### src/rtl/kf76489_host_writer_pkg.sv
// kf76489_writer_pkg: shared types and helpers for the KF76489 host writer.
//   wr_state_e   : write-sequencer states
//   cmd_t        : decoded register-write command {channel, atten, value}
//   enc_t        : command serialised into SN76489 bytes
//   encode_cmd() : command -> byte0 / byte1 / two_byte
package kf76489_writer_pkg;

  typedef enum logic [2:0] {
    ST_IDLE     = 3'd0,
    ST_STROBE   = 3'd1,
    ST_WAIT_RDY = 3'd2,
    ST_RELEASE  = 3'd3,
    ST_GAP      = 3'd4
  } wr_state_e;

  // Bit positions inside a latch byte
  localparam int LATCH_BIT = 7;
  localparam int TYPE_BIT  = 4;

  localparam logic [1:0] NOISE_CH = 2'd3;

  typedef struct packed {
    logic [1:0] channel;
    logic       atten;
    logic [9:0] value;
  } cmd_t;

  typedef struct packed {
    logic [7:0] byte0;
    logic [7:0] byte1;
    logic       two_byte;
  } enc_t;

  // Latch byte carries channel/type and the low nibble; only tone
  // frequencies need the follow-up data byte with value[9:4].
  function automatic enc_t encode_cmd(input cmd_t c);
    enc_t e;
    e.byte0            = 8'h00;
    e.byte0[LATCH_BIT] = 1'b1;
    e.byte0[6:5]       = c.channel;
    e.byte0[TYPE_BIT]  = c.atten;
    if (!c.atten && (c.channel == NOISE_CH)) begin
      e.byte0[3:0] = {1'b0, c.value[2:0]};
    end else begin
      e.byte0[3:0] = c.value[3:0];
    end
    e.byte1    = {2'b00, c.value[9:4]};
    e.two_byte = !c.atten && (c.channel != NOISE_CH);
    return e;
  endfunction

endpackage

### src/rtl/kf76489_host_writer_if.sv
// kf76489_host_writer_if: command handshake plus KF76489 write bus.
//   master : the host writer (accepts commands, drives CE_N/WE_N/D_OUT)
//   slave  : its environment (command source and the sound chip)
//   cmd_valid/cmd_ready/cmd_channel/cmd_atten/cmd_value : command handshake
//   CE_N/WE_N/D_OUT/READY                               : chip write bus
//   busy/timeout_error                                  : status
interface kf76489_host_writer_if;
  logic       cmd_valid;
  logic       cmd_ready;
  logic [1:0] cmd_channel;
  logic       cmd_atten;
  logic [9:0] cmd_value;
  logic       CE_N;
  logic       WE_N;
  logic [7:0] D_OUT;
  logic       READY;
  logic       busy;
  logic       timeout_error;

  modport master (
    input  cmd_valid, cmd_channel, cmd_atten, cmd_value, READY,
    output cmd_ready, CE_N, WE_N, D_OUT, busy, timeout_error
  );

  modport slave (
    output cmd_valid, cmd_channel, cmd_atten, cmd_value, READY,
    input  cmd_ready, CE_N, WE_N, D_OUT, busy, timeout_error
  );
endinterface

### src/rtl/kf76489_host_writer_cmd_fifo.sv
// kf76489_cmd_fifo: synchronous FIFO of cmd_t entries (DEPTH power of two).
//   clock, reset (async, active-high)
//   push/push_data : write port, ignored when full
//   pop/pop_data   : read port (pop_data is the head, valid when !empty)
//   empty/full     : registered occupancy flags
//   nonempty_next  : occupancy after this cycle's push/pop
module kf76489_cmd_fifo
  import kf76489_writer_pkg::*;
#(
  parameter int DEPTH = 8
) (
  input  logic clock,
  input  logic reset,
  input  logic push,
  input  cmd_t push_data,
  input  logic pop,
  output cmd_t pop_data,
  output logic empty,
  output logic full,
  output logic nonempty_next
);
  localparam int AW = $clog2(DEPTH);

  cmd_t          mem_q [DEPTH];
  cmd_t          mem_d [DEPTH];
  logic [AW-1:0] wr_ptr_q, wr_ptr_d;
  logic [AW-1:0] rd_ptr_q, rd_ptr_d;
  logic [AW:0]   count_q, count_d;
  logic          push_ok_s, pop_ok_s;

  assign empty     = (count_q == '0);
  assign full      = (count_q == (AW+1)'(DEPTH));
  assign push_ok_s = push & ~full;
  assign pop_ok_s  = pop & ~empty;
  assign pop_data  = mem_q[rd_ptr_q];
  assign nonempty_next = (count_d != '0);

  // Next-state for storage, pointers and occupancy
  always_comb begin
    mem_d    = mem_q;
    wr_ptr_d = wr_ptr_q;
    rd_ptr_d = rd_ptr_q;
    count_d  = count_q;
    if (push_ok_s) begin
      mem_d[wr_ptr_q] = push_data;
      wr_ptr_d        = wr_ptr_q + AW'(1);
    end else begin
      wr_ptr_d = wr_ptr_q;
    end
    if (pop_ok_s) begin
      rd_ptr_d = rd_ptr_q + AW'(1);
    end else begin
      rd_ptr_d = rd_ptr_q;
    end
    case ({push_ok_s, pop_ok_s})
      2'b10:   count_d = count_q + (AW+1)'(1);
      2'b01:   count_d = count_q - (AW+1)'(1);
      default: count_d = count_q;
    endcase
  end

  // FIFO state registers
  always_ff @(posedge clock or posedge reset) begin
    if (reset) begin
      for (int i = 0; i < DEPTH; i++) begin
        mem_q[i] <= '0;
      end
      wr_ptr_q <= '0;
      rd_ptr_q <= '0;
      count_q  <= '0;
    end else begin
      mem_q    <= mem_d;
      wr_ptr_q <= wr_ptr_d;
      rd_ptr_q <= rd_ptr_d;
      count_q  <= count_d;
    end
  end
endmodule

### src/rtl/kf76489_host_writer.sv
// kf76489_host_writer: host-side bus master for the KF76489 sound generator.
// Serialises register-write commands into SN76489 bytes and strobes them
// into the chip with CE_N/WE_N/D_OUT, waiting on READY (with timeout).
//   clock, reset (async, active-high)
//   bus (kf76489_host_writer_if.master): command handshake, chip bus, status
// Build option: KF76489_WRITER_FIFO_EN queues commands in a FIFO_DEPTH-entry
// FIFO; without it a single holding register buffers one command.
module kf76489_host_writer
  import kf76489_writer_pkg::*;
#(
  parameter int READY_MASK_CYCLES = 2,
  parameter int TIMEOUT_CYCLES    = 1023,
  parameter int GAP_CYCLES        = 1,
  parameter int FIFO_DEPTH        = 8
) (
  input  logic                   clock,
  input  logic                   reset,
  kf76489_host_writer_if.master  bus
);
  localparam int CNT_MAX =
    (TIMEOUT_CYCLES > READY_MASK_CYCLES)
      ? ((TIMEOUT_CYCLES > GAP_CYCLES) ? TIMEOUT_CYCLES : GAP_CYCLES)
      : ((READY_MASK_CYCLES > GAP_CYCLES) ? READY_MASK_CYCLES : GAP_CYCLES);
  localparam int CNT_W = $clog2(CNT_MAX + 1);

  localparam logic [CNT_W-1:0] MASK_LAST = CNT_W'(READY_MASK_CYCLES - 1);
  localparam logic [CNT_W-1:0] TMO_LAST  = CNT_W'(TIMEOUT_CYCLES - 1);
  localparam logic [CNT_W-1:0] GAP_LAST  = CNT_W'(GAP_CYCLES - 1);

  if ((READY_MASK_CYCLES < 1) || (GAP_CYCLES < 1) || (TIMEOUT_CYCLES < 1) ||
      (FIFO_DEPTH < 2) || ((FIFO_DEPTH & (FIFO_DEPTH - 1)) != 0)) begin : g_bad_params
    $error("kf76489_host_writer: illegal parameter combination");
  end

  cmd_t in_cmd_s;
  cmd_t entry_cmd_s;
  enc_t enc_s;
  logic push_s, pop_s, cmd_ready_s, entry_valid_s, occupied_next_s;

  assign in_cmd_s = '{channel: bus.cmd_channel, atten: bus.cmd_atten, value: bus.cmd_value};
  assign push_s   = bus.cmd_valid & cmd_ready_s;
  assign enc_s    = encode_cmd(entry_cmd_s);

`ifdef KF76489_WRITER_FIFO_EN
  logic fifo_empty_s, fifo_full_s;

  kf76489_cmd_fifo #(.DEPTH(FIFO_DEPTH)) u_cmd_fifo (
    .clock         (clock),
    .reset         (reset),
    .push          (push_s),
    .push_data     (in_cmd_s),
    .pop           (pop_s),
    .pop_data      (entry_cmd_s),
    .empty         (fifo_empty_s),
    .full          (fifo_full_s),
    .nonempty_next (occupied_next_s)
  );

  // Ready comes from the registered full flag: no pop->push bypass
  assign cmd_ready_s   = ~fifo_full_s;
  assign entry_valid_s = ~fifo_empty_s;
`else
  logic hold_valid_q, hold_valid_d;
  cmd_t hold_cmd_q, hold_cmd_d;

  // Holding register: freed by the IDLE pop, so the next command can be
  // taken while the current one is still being strobed
  always_comb begin
    hold_valid_d = hold_valid_q;
    hold_cmd_d   = hold_cmd_q;
    if (push_s) begin
      hold_valid_d = 1'b1;
      hold_cmd_d   = in_cmd_s;
    end else if (pop_s) begin
      hold_valid_d = 1'b0;
    end else begin
      hold_valid_d = hold_valid_q;
    end
  end

  // Holding register flops
  always_ff @(posedge clock or posedge reset) begin
    if (reset) begin
      hold_valid_q <= 1'b0;
      hold_cmd_q   <= '0;
    end else begin
      hold_valid_q <= hold_valid_d;
      hold_cmd_q   <= hold_cmd_d;
    end
  end

  assign cmd_ready_s     = ~hold_valid_q;
  assign entry_valid_s   = hold_valid_q;
  assign entry_cmd_s     = hold_cmd_q;
  assign occupied_next_s = hold_valid_d;
`endif

  wr_state_e        state_q, state_d;
  logic [CNT_W-1:0] cnt_q, cnt_d;
  logic [7:0]       byte1_q, byte1_d;
  logic             pend_q, pend_d;
  logic [7:0]       d_out_q, d_out_d;
  logic             ce_n_q, ce_n_d;
  logic             we_n_q, we_n_d;
  logic             busy_q, busy_d;
  logic             tmo_q, tmo_d;

  // Write sequencer: next state plus next values of the registered outputs
  always_comb begin
    state_d = state_q;
    cnt_d   = cnt_q;
    byte1_d = byte1_q;
    pend_d  = pend_q;
    d_out_d = d_out_q;
    tmo_d   = 1'b0;
    pop_s   = 1'b0;
    case (state_q)
      ST_IDLE: begin
        if (entry_valid_s) begin
          pop_s   = 1'b1;
          d_out_d = enc_s.byte0;
          byte1_d = enc_s.byte1;
          pend_d  = enc_s.two_byte;
          cnt_d   = '0;
          state_d = ST_STROBE;
        end else begin
          state_d = ST_IDLE;
        end
      end
      ST_STROBE: begin
        // READY is ignored here: the chip needs time to pull it low
        if (cnt_q == MASK_LAST) begin
          cnt_d   = '0;
          state_d = ST_WAIT_RDY;
        end else begin
          cnt_d = cnt_q + CNT_W'(1);
        end
      end
      ST_WAIT_RDY: begin
        if (bus.READY) begin
          cnt_d   = '0;
          state_d = ST_RELEASE;
        end else if (cnt_q == TMO_LAST) begin
          tmo_d   = 1'b1;
          cnt_d   = '0;
          state_d = ST_RELEASE;
        end else begin
          cnt_d = cnt_q + CNT_W'(1);
        end
      end
      ST_RELEASE: begin
        cnt_d   = '0;
        state_d = ST_GAP;
      end
      ST_GAP: begin
        if (cnt_q == GAP_LAST) begin
          cnt_d = '0;
          if (pend_q) begin
            // Data byte follows its latch byte directly; no other command
            // is popped in between
            d_out_d = byte1_q;
            pend_d  = 1'b0;
            state_d = ST_STROBE;
          end else begin
            state_d = ST_IDLE;
          end
        end else begin
          cnt_d = cnt_q + CNT_W'(1);
        end
      end
      default: begin
        cnt_d   = '0;
        pend_d  = 1'b0;
        state_d = ST_IDLE;
      end
    endcase

    // Strobe follows the next state, so CE_N/WE_N switch on the same edge
    // as the state change and always together
    ce_n_d = !((state_d == ST_STROBE) || (state_d == ST_WAIT_RDY));
    we_n_d = ce_n_d;
    busy_d = (state_d != ST_IDLE) || occupied_next_s;
  end

  // Sequencer and output registers
  always_ff @(posedge clock or posedge reset) begin
    if (reset) begin
      state_q <= ST_IDLE;
      cnt_q   <= '0;
      byte1_q <= 8'h00;
      pend_q  <= 1'b0;
      d_out_q <= 8'h00;
      ce_n_q  <= 1'b1;
      we_n_q  <= 1'b1;
      busy_q  <= 1'b0;
      tmo_q   <= 1'b0;
    end else begin
      state_q <= state_d;
      cnt_q   <= cnt_d;
      byte1_q <= byte1_d;
      pend_q  <= pend_d;
      d_out_q <= d_out_d;
      ce_n_q  <= ce_n_d;
      we_n_q  <= we_n_d;
      busy_q  <= busy_d;
      tmo_q   <= tmo_d;
    end
  end

  assign bus.cmd_ready     = cmd_ready_s;
  assign bus.CE_N          = ce_n_q;
  assign bus.WE_N          = we_n_q;
  assign bus.D_OUT         = d_out_q;
  assign bus.busy          = busy_q;
  assign bus.timeout_error = tmo_q;
endmodule

### src/flat_wrapper.sv
// flat-port wrapper written by rule: the top's interface ports become plain ports
module kf76489_host_writer_flat import kf76489_writer_pkg::*;
#(
  parameter int READY_MASK_CYCLES = 2,
  parameter int TIMEOUT_CYCLES    = 1023,
  parameter int GAP_CYCLES        = 1,
  parameter int FIFO_DEPTH        = 8
)
  (clock, reset, bus_cmd_valid, bus_cmd_channel, bus_cmd_atten, bus_cmd_value, bus_READY, bus_cmd_ready, bus_CE_N, bus_WE_N, bus_D_OUT, bus_busy, bus_timeout_error);
  kf76489_host_writer_if bus_i ();
  input  logic clock;
  input  logic reset;
  input wire logic [$bits(bus_i.cmd_valid)-1:0] bus_cmd_valid;
  input wire logic [$bits(bus_i.cmd_channel)-1:0] bus_cmd_channel;
  input wire logic [$bits(bus_i.cmd_atten)-1:0] bus_cmd_atten;
  input wire logic [$bits(bus_i.cmd_value)-1:0] bus_cmd_value;
  input wire logic [$bits(bus_i.READY)-1:0] bus_READY;
  output wire logic [$bits(bus_i.cmd_ready)-1:0] bus_cmd_ready;
  output wire logic [$bits(bus_i.CE_N)-1:0] bus_CE_N;
  output wire logic [$bits(bus_i.WE_N)-1:0] bus_WE_N;
  output wire logic [$bits(bus_i.D_OUT)-1:0] bus_D_OUT;
  output wire logic [$bits(bus_i.busy)-1:0] bus_busy;
  output wire logic [$bits(bus_i.timeout_error)-1:0] bus_timeout_error;
  assign bus_i.cmd_valid = bus_cmd_valid;
  assign bus_i.cmd_channel = bus_cmd_channel;
  assign bus_i.cmd_atten = bus_cmd_atten;
  assign bus_i.cmd_value = bus_cmd_value;
  assign bus_i.READY = bus_READY;
  assign bus_cmd_ready = bus_i.cmd_ready;
  assign bus_CE_N = bus_i.CE_N;
  assign bus_WE_N = bus_i.WE_N;
  assign bus_D_OUT = bus_i.D_OUT;
  assign bus_busy = bus_i.busy;
  assign bus_timeout_error = bus_i.timeout_error;
  kf76489_host_writer #(.READY_MASK_CYCLES(READY_MASK_CYCLES), .TIMEOUT_CYCLES(TIMEOUT_CYCLES), .GAP_CYCLES(GAP_CYCLES), .FIFO_DEPTH(FIFO_DEPTH)) u_core (.clock(clock), .reset(reset), .bus(bus_i));
endmodule
### config.mk
export PLATFORM = sky130hd
export DESIGN_NAME = kf76489_host_writer_flat
export DESIGN_NICKNAME = d
export VERILOG_FILES = /design/src/rtl/kf76489_host_writer_pkg.sv /design/src/rtl/kf76489_host_writer_if.sv /design/src/rtl/kf76489_host_writer_cmd_fifo.sv /design/src/rtl/kf76489_host_writer.sv /design/src/flat_wrapper.sv
export SDC_FILE = /design/constraint.sdc
export NUM_CORES = 1
export LEC_CHECK = 0
export CELL_PAD_IN_SITES_DETAIL_PLACEMENT = 1
export CELL_PAD_IN_SITES_GLOBAL_PLACEMENT = 1
export CORE_MARGIN = 1
export CORE_UTILIZATION = 44
export CTS_CLUSTER_SIZE = 25
export DETAILED_ROUTE_END_ITERATION = 12
export PLACE_DENSITY_LB_ADDON = 0.1
export RECOVER_POWER = 25
export SLEW_MARGIN = 20
export SYNTH_ARGS = -nofsm -noshare
export SYNTH_HDL_FRONTEND = slang
export SYNTH_SLANG_ARGS = --single-unit
### constraint.sdc
create_clock -name clock -period 2.6 [get_ports clock]
set_clock_uncertainty 0.1 [all_clocks]
set_input_delay 0.39 -clock clock [delete_from_list [all_inputs] [get_ports clock]]
set_output_delay 0.39 -clock clock [all_outputs]
set_load 0.005 [all_outputs]
[Yosys cells after proc, flatten, opt, wreduce, memory -nomap -nowiden]
Index checks and enable logic that the tools add are counted.
Operators by class
  $add $sub $neg: 1
  equality and inequality tests: 13
  reductions and logical operators: 14
  muxes and demuxes: 28
  bitwise gates (word level): 3
Operators with widths (number)
  $mux W10: 5
  $pmux W10 S4: 1
  $mux W8: 3
  $pmux W8 S2: 1
  $pmux W3 S5: 1
  $mux W3: 4
  $mux W1: 11
  $add A10 B1 Y10 const B: 1
  $eq A10 B1 Y1 const B: 1
  $eq A10 B10 Y1 const B: 1
  $logic_not A10 Y1: 1
  $eq A3 B2 Y1 const B: 3
  $eq A3 B1 Y1 const B: 2
  $ne A2 B1 Y1 const B: 3
  $mux W4: 1
  $reduce_and A4 Y1: 1
  $eq A3 B3 Y1 const B: 1
  $logic_not A3 Y1: 1
  $pmux W1 S3: 1
  $reduce_and A3 Y1: 1
  $reduce_bool A3 Y1: 1
  $reduce_or A3 Y1: 1
  $eq A2 B2 Y1 const B: 1
  $logic_and A1 B1 Y1: 2
  7 further kinds: 10
Storage, ports and cells
  bits in registers: 45
  output and inout bits: 13
  input port bits: 17

[Logic depth before layout (Yosys ltp)]
  depth after elaboration: 7
  gate-level depth with buffers: 6
  gate-level depth less buffers: 6

[Least setup slack after synthesis]
Ideal clock, no wire load.
  kind: reg2reg
  start point: reg u_core.cnt_q[4]
  end point: reg u_core.cnt_q[2]
  library setup time: 0.141 ns
  path slack: 0.813 ns
  arrival time: 1.546 ns
  cell stages (with the launch flop): 6
  cell sequence: dfrtp_1 > buf_2 > nand4_2 > o31a_4 > nor4_4 > o32ai_2
Between the ends
  longest elaborated chain between the ends: 4
Ends and longest elaborated chain
  start: declaration: RTL line kf76489_host_writer.sv:99  | logic [CNT_W-1:0] cnt_q, cnt_d;
  start signal: assignment: RTL line kf76489_host_writer.sv:199  | cnt_q <= cnt_d;
  $eq A10 B10 Y1: RTL line kf76489_host_writer.sv:143  | end else if (cnt_q == TMO_LAST) begin
  $mux W10: RTL line kf76489_host_writer.sv:143
  $mux W10: RTL line kf76489_host_writer.sv:140  | if (bus.READY) begin
  $pmux W10 S4 (*): RTL line kf76489_host_writer.sv:117  | case (state_q)
Every way passes the cells marked *; elsewhere a longest branch is shown, timed or not.
A chain may end at the register's enable or synchronous reset.

[Final worst setup path]
  start point: reg u_core.state_q[1]
  end point: reg u_core.cnt_q[4]
Between the ends
  longest elaborated chain between the ends: 2
Ends and longest elaborated chain
  start: declaration: RTL line kf76489_host_writer.sv:98  | wr_state_e state_q, state_d;
  start signal: assignment: RTL line kf76489_host_writer.sv:198  | state_q <= state_d;
  $eq A3 B3 Y1, or another cell as far along: RTL line kf76489_host_writer.sv:117
  $pmux W10 S4 / $ne A2 B1 Y1 (equally long branches)
Parallel ways exist; a longest one is shown, timed or not.

==> impl_metrics.env <==
export IMPL_finalWirelength_um=5240
export IMPL_worstSetupPathType="reg -> reg"
export IMPL_rsz0062_at_grt="no"
export IMPL_synth_most_common_cell="dfrtp_1"
export IMPL_hold_depth=1
export IMPL_clk_insertion_delay_late_ns=0.30
export IMPL_grt_first_pass_wirelength_um=9010
export IMPL_cts_tree="done"
export IMPL_min_path_type="reg -> reg"
export IMPL_yosysUniqueCellTypes=52
export IMPL_post_cts_buffers=0
export IMPL_ff2ff_path_depth=4
export IMPL_path_max_fanout=13
export IMPL_via_per_inst=5.65
export IMPL_path_clk_slew_ns=0.09
export IMPL_async_reset_ff_share_pct=100
export IMPL_total_power_w=0.00133
export IMPL_place_congestion=0.831
export IMPL_p_per_area_nw_per_um2=481
export IMPL_rows=25
export IMPL_yosysTopAreaCell="dfrtp_1"
export IMPL_dieArea_um2=5430
export IMPL_netlist_top_cells_area="dfrtp_1 (49%), mux2_2 (10%), nor4_4 (2.8%)"
export IMPL_critPathArrivalTime_ns=2.23
export IMPL_start_kind="flip-flop"
export IMPL_synth_common_cells="dfrtp_1 (44), mux2_2 (20), nand2_1 (14), inv_1 (9), o21ai_0 (9)"
export IMPL_numCtsBuffers=5
export IMPL_clock_root_buffer="clkbuf_8"
export IMPL_fin_setup_tns_ns=0
export IMPL_pin_count=30
export IMPL_diodes=0
export IMPL_drv_slew=0
export IMPL_cts_max_level=2
export IMPL_vias=1666
export IMPL_ys_flop_type="dfrtp_1"
export IMPL_drc=0
export IMPL_maxCapViolations=0
export IMPL_grt_start_max_net_pins=25
export IMPL_leakagePower_nw=1.15
export IMPL_drive_gt1_share_pct=21.5
export IMPL_initial_core_util_pct=46.9
export IMPL_postCtsHoldBufs=0
export IMPL_cts_sinks=45
export IMPL_yosysWarnings=0
export IMPL_overflow=0
export IMPL_yosysSeqAreaShare_pct=49.9
export IMPL_die_h_um=73.7
export IMPL_end_kind="flip-flop"
export IMPL_nets=248
export IMPL_cts_buffer_depth=2
export IMPL_synth_seq_cells=45
export IMPL_setup_viol=0
export IMPL_drt_iter0_markers=135
export IMPL_post_route_period_util_pct=81.6
export IMPL_finalHoldViolCount=0
export IMPL_first_pass_iters=4
export IMPL_portBuffers=29
export IMPL_synth_edf_count=0
export IMPL_ant_nets=0
export IMPL_grt_usage_pct=22.5
export IMPL_syn_inst=193
export IMPL_postCtsResizedCells=0
export IMPL_syn_nets=214
export IMPL_ir_drop_mv=0.269
export IMPL_slew_headroom_pct=46.8
export IMPL_avgSynthCellArea_um2=11.7
export IMPL_antenna_found_initial=0
export IMPL_timing_fmax_mhz=471
export IMPL_nFillCells=550
export IMPL_worst_pin_slew_ns=0.792
export IMPL_yosysTopAreaCellShare_pct=48.7
export IMPL_hold_ws_ns=0.384
export IMPL_grt_pass1_vias=1788
export IMPL_dp_cells=287
export IMPL_die_w_um=73.7
export IMPL_min_period_ns=2.12
export IMPL_syn_area_um2=2260
export IMPL_coreArea_um2=4820
export IMPL_area_growth_pct=22.0
export IMPL_wire_per_inst_um=17.8
export IMPL_cp_required_ns=2.71
export IMPL_layout_cells_non_filler=295
export IMPL_status="complete, no violations"
export IMPL_hpwl_um=3930
==> registers in the layout (all words and copies together), names as in the netlist <==
name                      flops
u_core.cnt_q                 10
u_core.byte1_q                6
u_core.enc_s                  9
u_core.state_q                3
u_core.bus.CE_N               1
u_core.bus.D_OUT              8
u_core.bus.timeout_error      1
u_core.entry_valid_s          1
u_core.pend_q                 1
u_core.entry_cmd_s            4
u_core.bus.busy               1
==> area by class of cell <==
cell class	instances	area, µm²	area share (%)
flip-flops and latches	45	1130	40.9
clock inverters	2	35.0	1.27
multi-input cells	129	1040	37.8
well taps	67	83.8	3.04
inverters	9	33.8	1.23
clock buffers	6	72.6	2.63
repair buffers	37	363	13.2
==> final timing paths <==
kind	slack, ns	endpoint	from
max in group asynchronous	1.38	u_core.bus.D_OUT[4]	reset
worst min register to register	0.38	u_core.bus.D_OUT[7]	u_core.bus.D_OUT[7]
worst max-delay path	0.48	u_core.cnt_q[4]	u_core.state_q[1]
min in group asynchronous	0.49	u_core.cnt_q[3]	reset
worst min-delay path	0.38	u_core.bus.D_OUT[7]	u_core.bus.D_OUT[7]
worst max register to register	0.48	u_core.cnt_q[4]	u_core.state_q[1]
==> routing by layer <==
metal	wire [µm]	share of wire [%]	track usage (%)
met1	2230	43	27.7
met2	2720	52	39.0
met3	191	3.6	4.80
met4	90	1.7	7.69
met5	0	0	0
==> report_power, final <==
part | internal (W) | leakage (nW) | switching (W)
Sequential | 0.000723 | 0.569 | 0.0000144
Clock | 0.000285 | 0.0552 | 0.000229
Combinational | 0.0000454 | 0.530 | 0.0000290
Total | 0.00105 | 1.15 | 0.000273
==> metrics by stage <==
step | util, % | worst slack, ns | instance area, µm²
3_5_place_dp | 55.0 | 0.497 | 2650
2_1_floorplan | - | 0.813 | 2260
6_report | 57.2 | 0.478 | 2760
3_3_place_gp | 55.0 | 0.599 | 2650
5_1_grt | 57.2 | 0.353 | 2760
4_1_cts | 57.2 | 0.460 | 2760
==> cells in the final DEF, fill, tap and decap left out, drive strengths merged, types with 2 or more instances in the layout <==
cell type / instances
dfrtp: 44
clkdlybuf4s50: 28
mux2: 20
o21ai: 16
nand2: 14
inv: 8
buf: 8
nand3: 7
nor2: 7
clkbuf: 6
o31ai: 5
mux2i: 5
nor3: 5
nor4: 5
ha: 4
a31oi: 4
and3: 3
a21oi: 3
and2: 2
nand2b: 2
o22ai: 2
nor3b: 2
nor4b: 2
nand4: 2
clkinv: 2
o32ai: 2
==> logic make-up (layout without fill, tap and decap cells) <==
group / Yosys count / count (layout) / share of synthesized area [%]
fa+ha+maj: 4 / 4 / 2.21
compound gates: 42 / 42 / 14.0
flops: 45 / 45 / 49.9
mux: 25 / 25 / 12.2
simple gates: 56 / 56 / 17.0
buf+inv: 19 / 54 / 3.99
xor+xnor: 2 / 2 / 0.775
==> worst max-delay path, cell delays in order, from the launching register on <==
cell,delay (ns)
dfrtp_1,0.55
or3b_1,0.62
a31oi_4,0.41
o31ai_1,0.13
o221ai_1,0.22
Note: power is estimated with default switching activity, not from simulation.
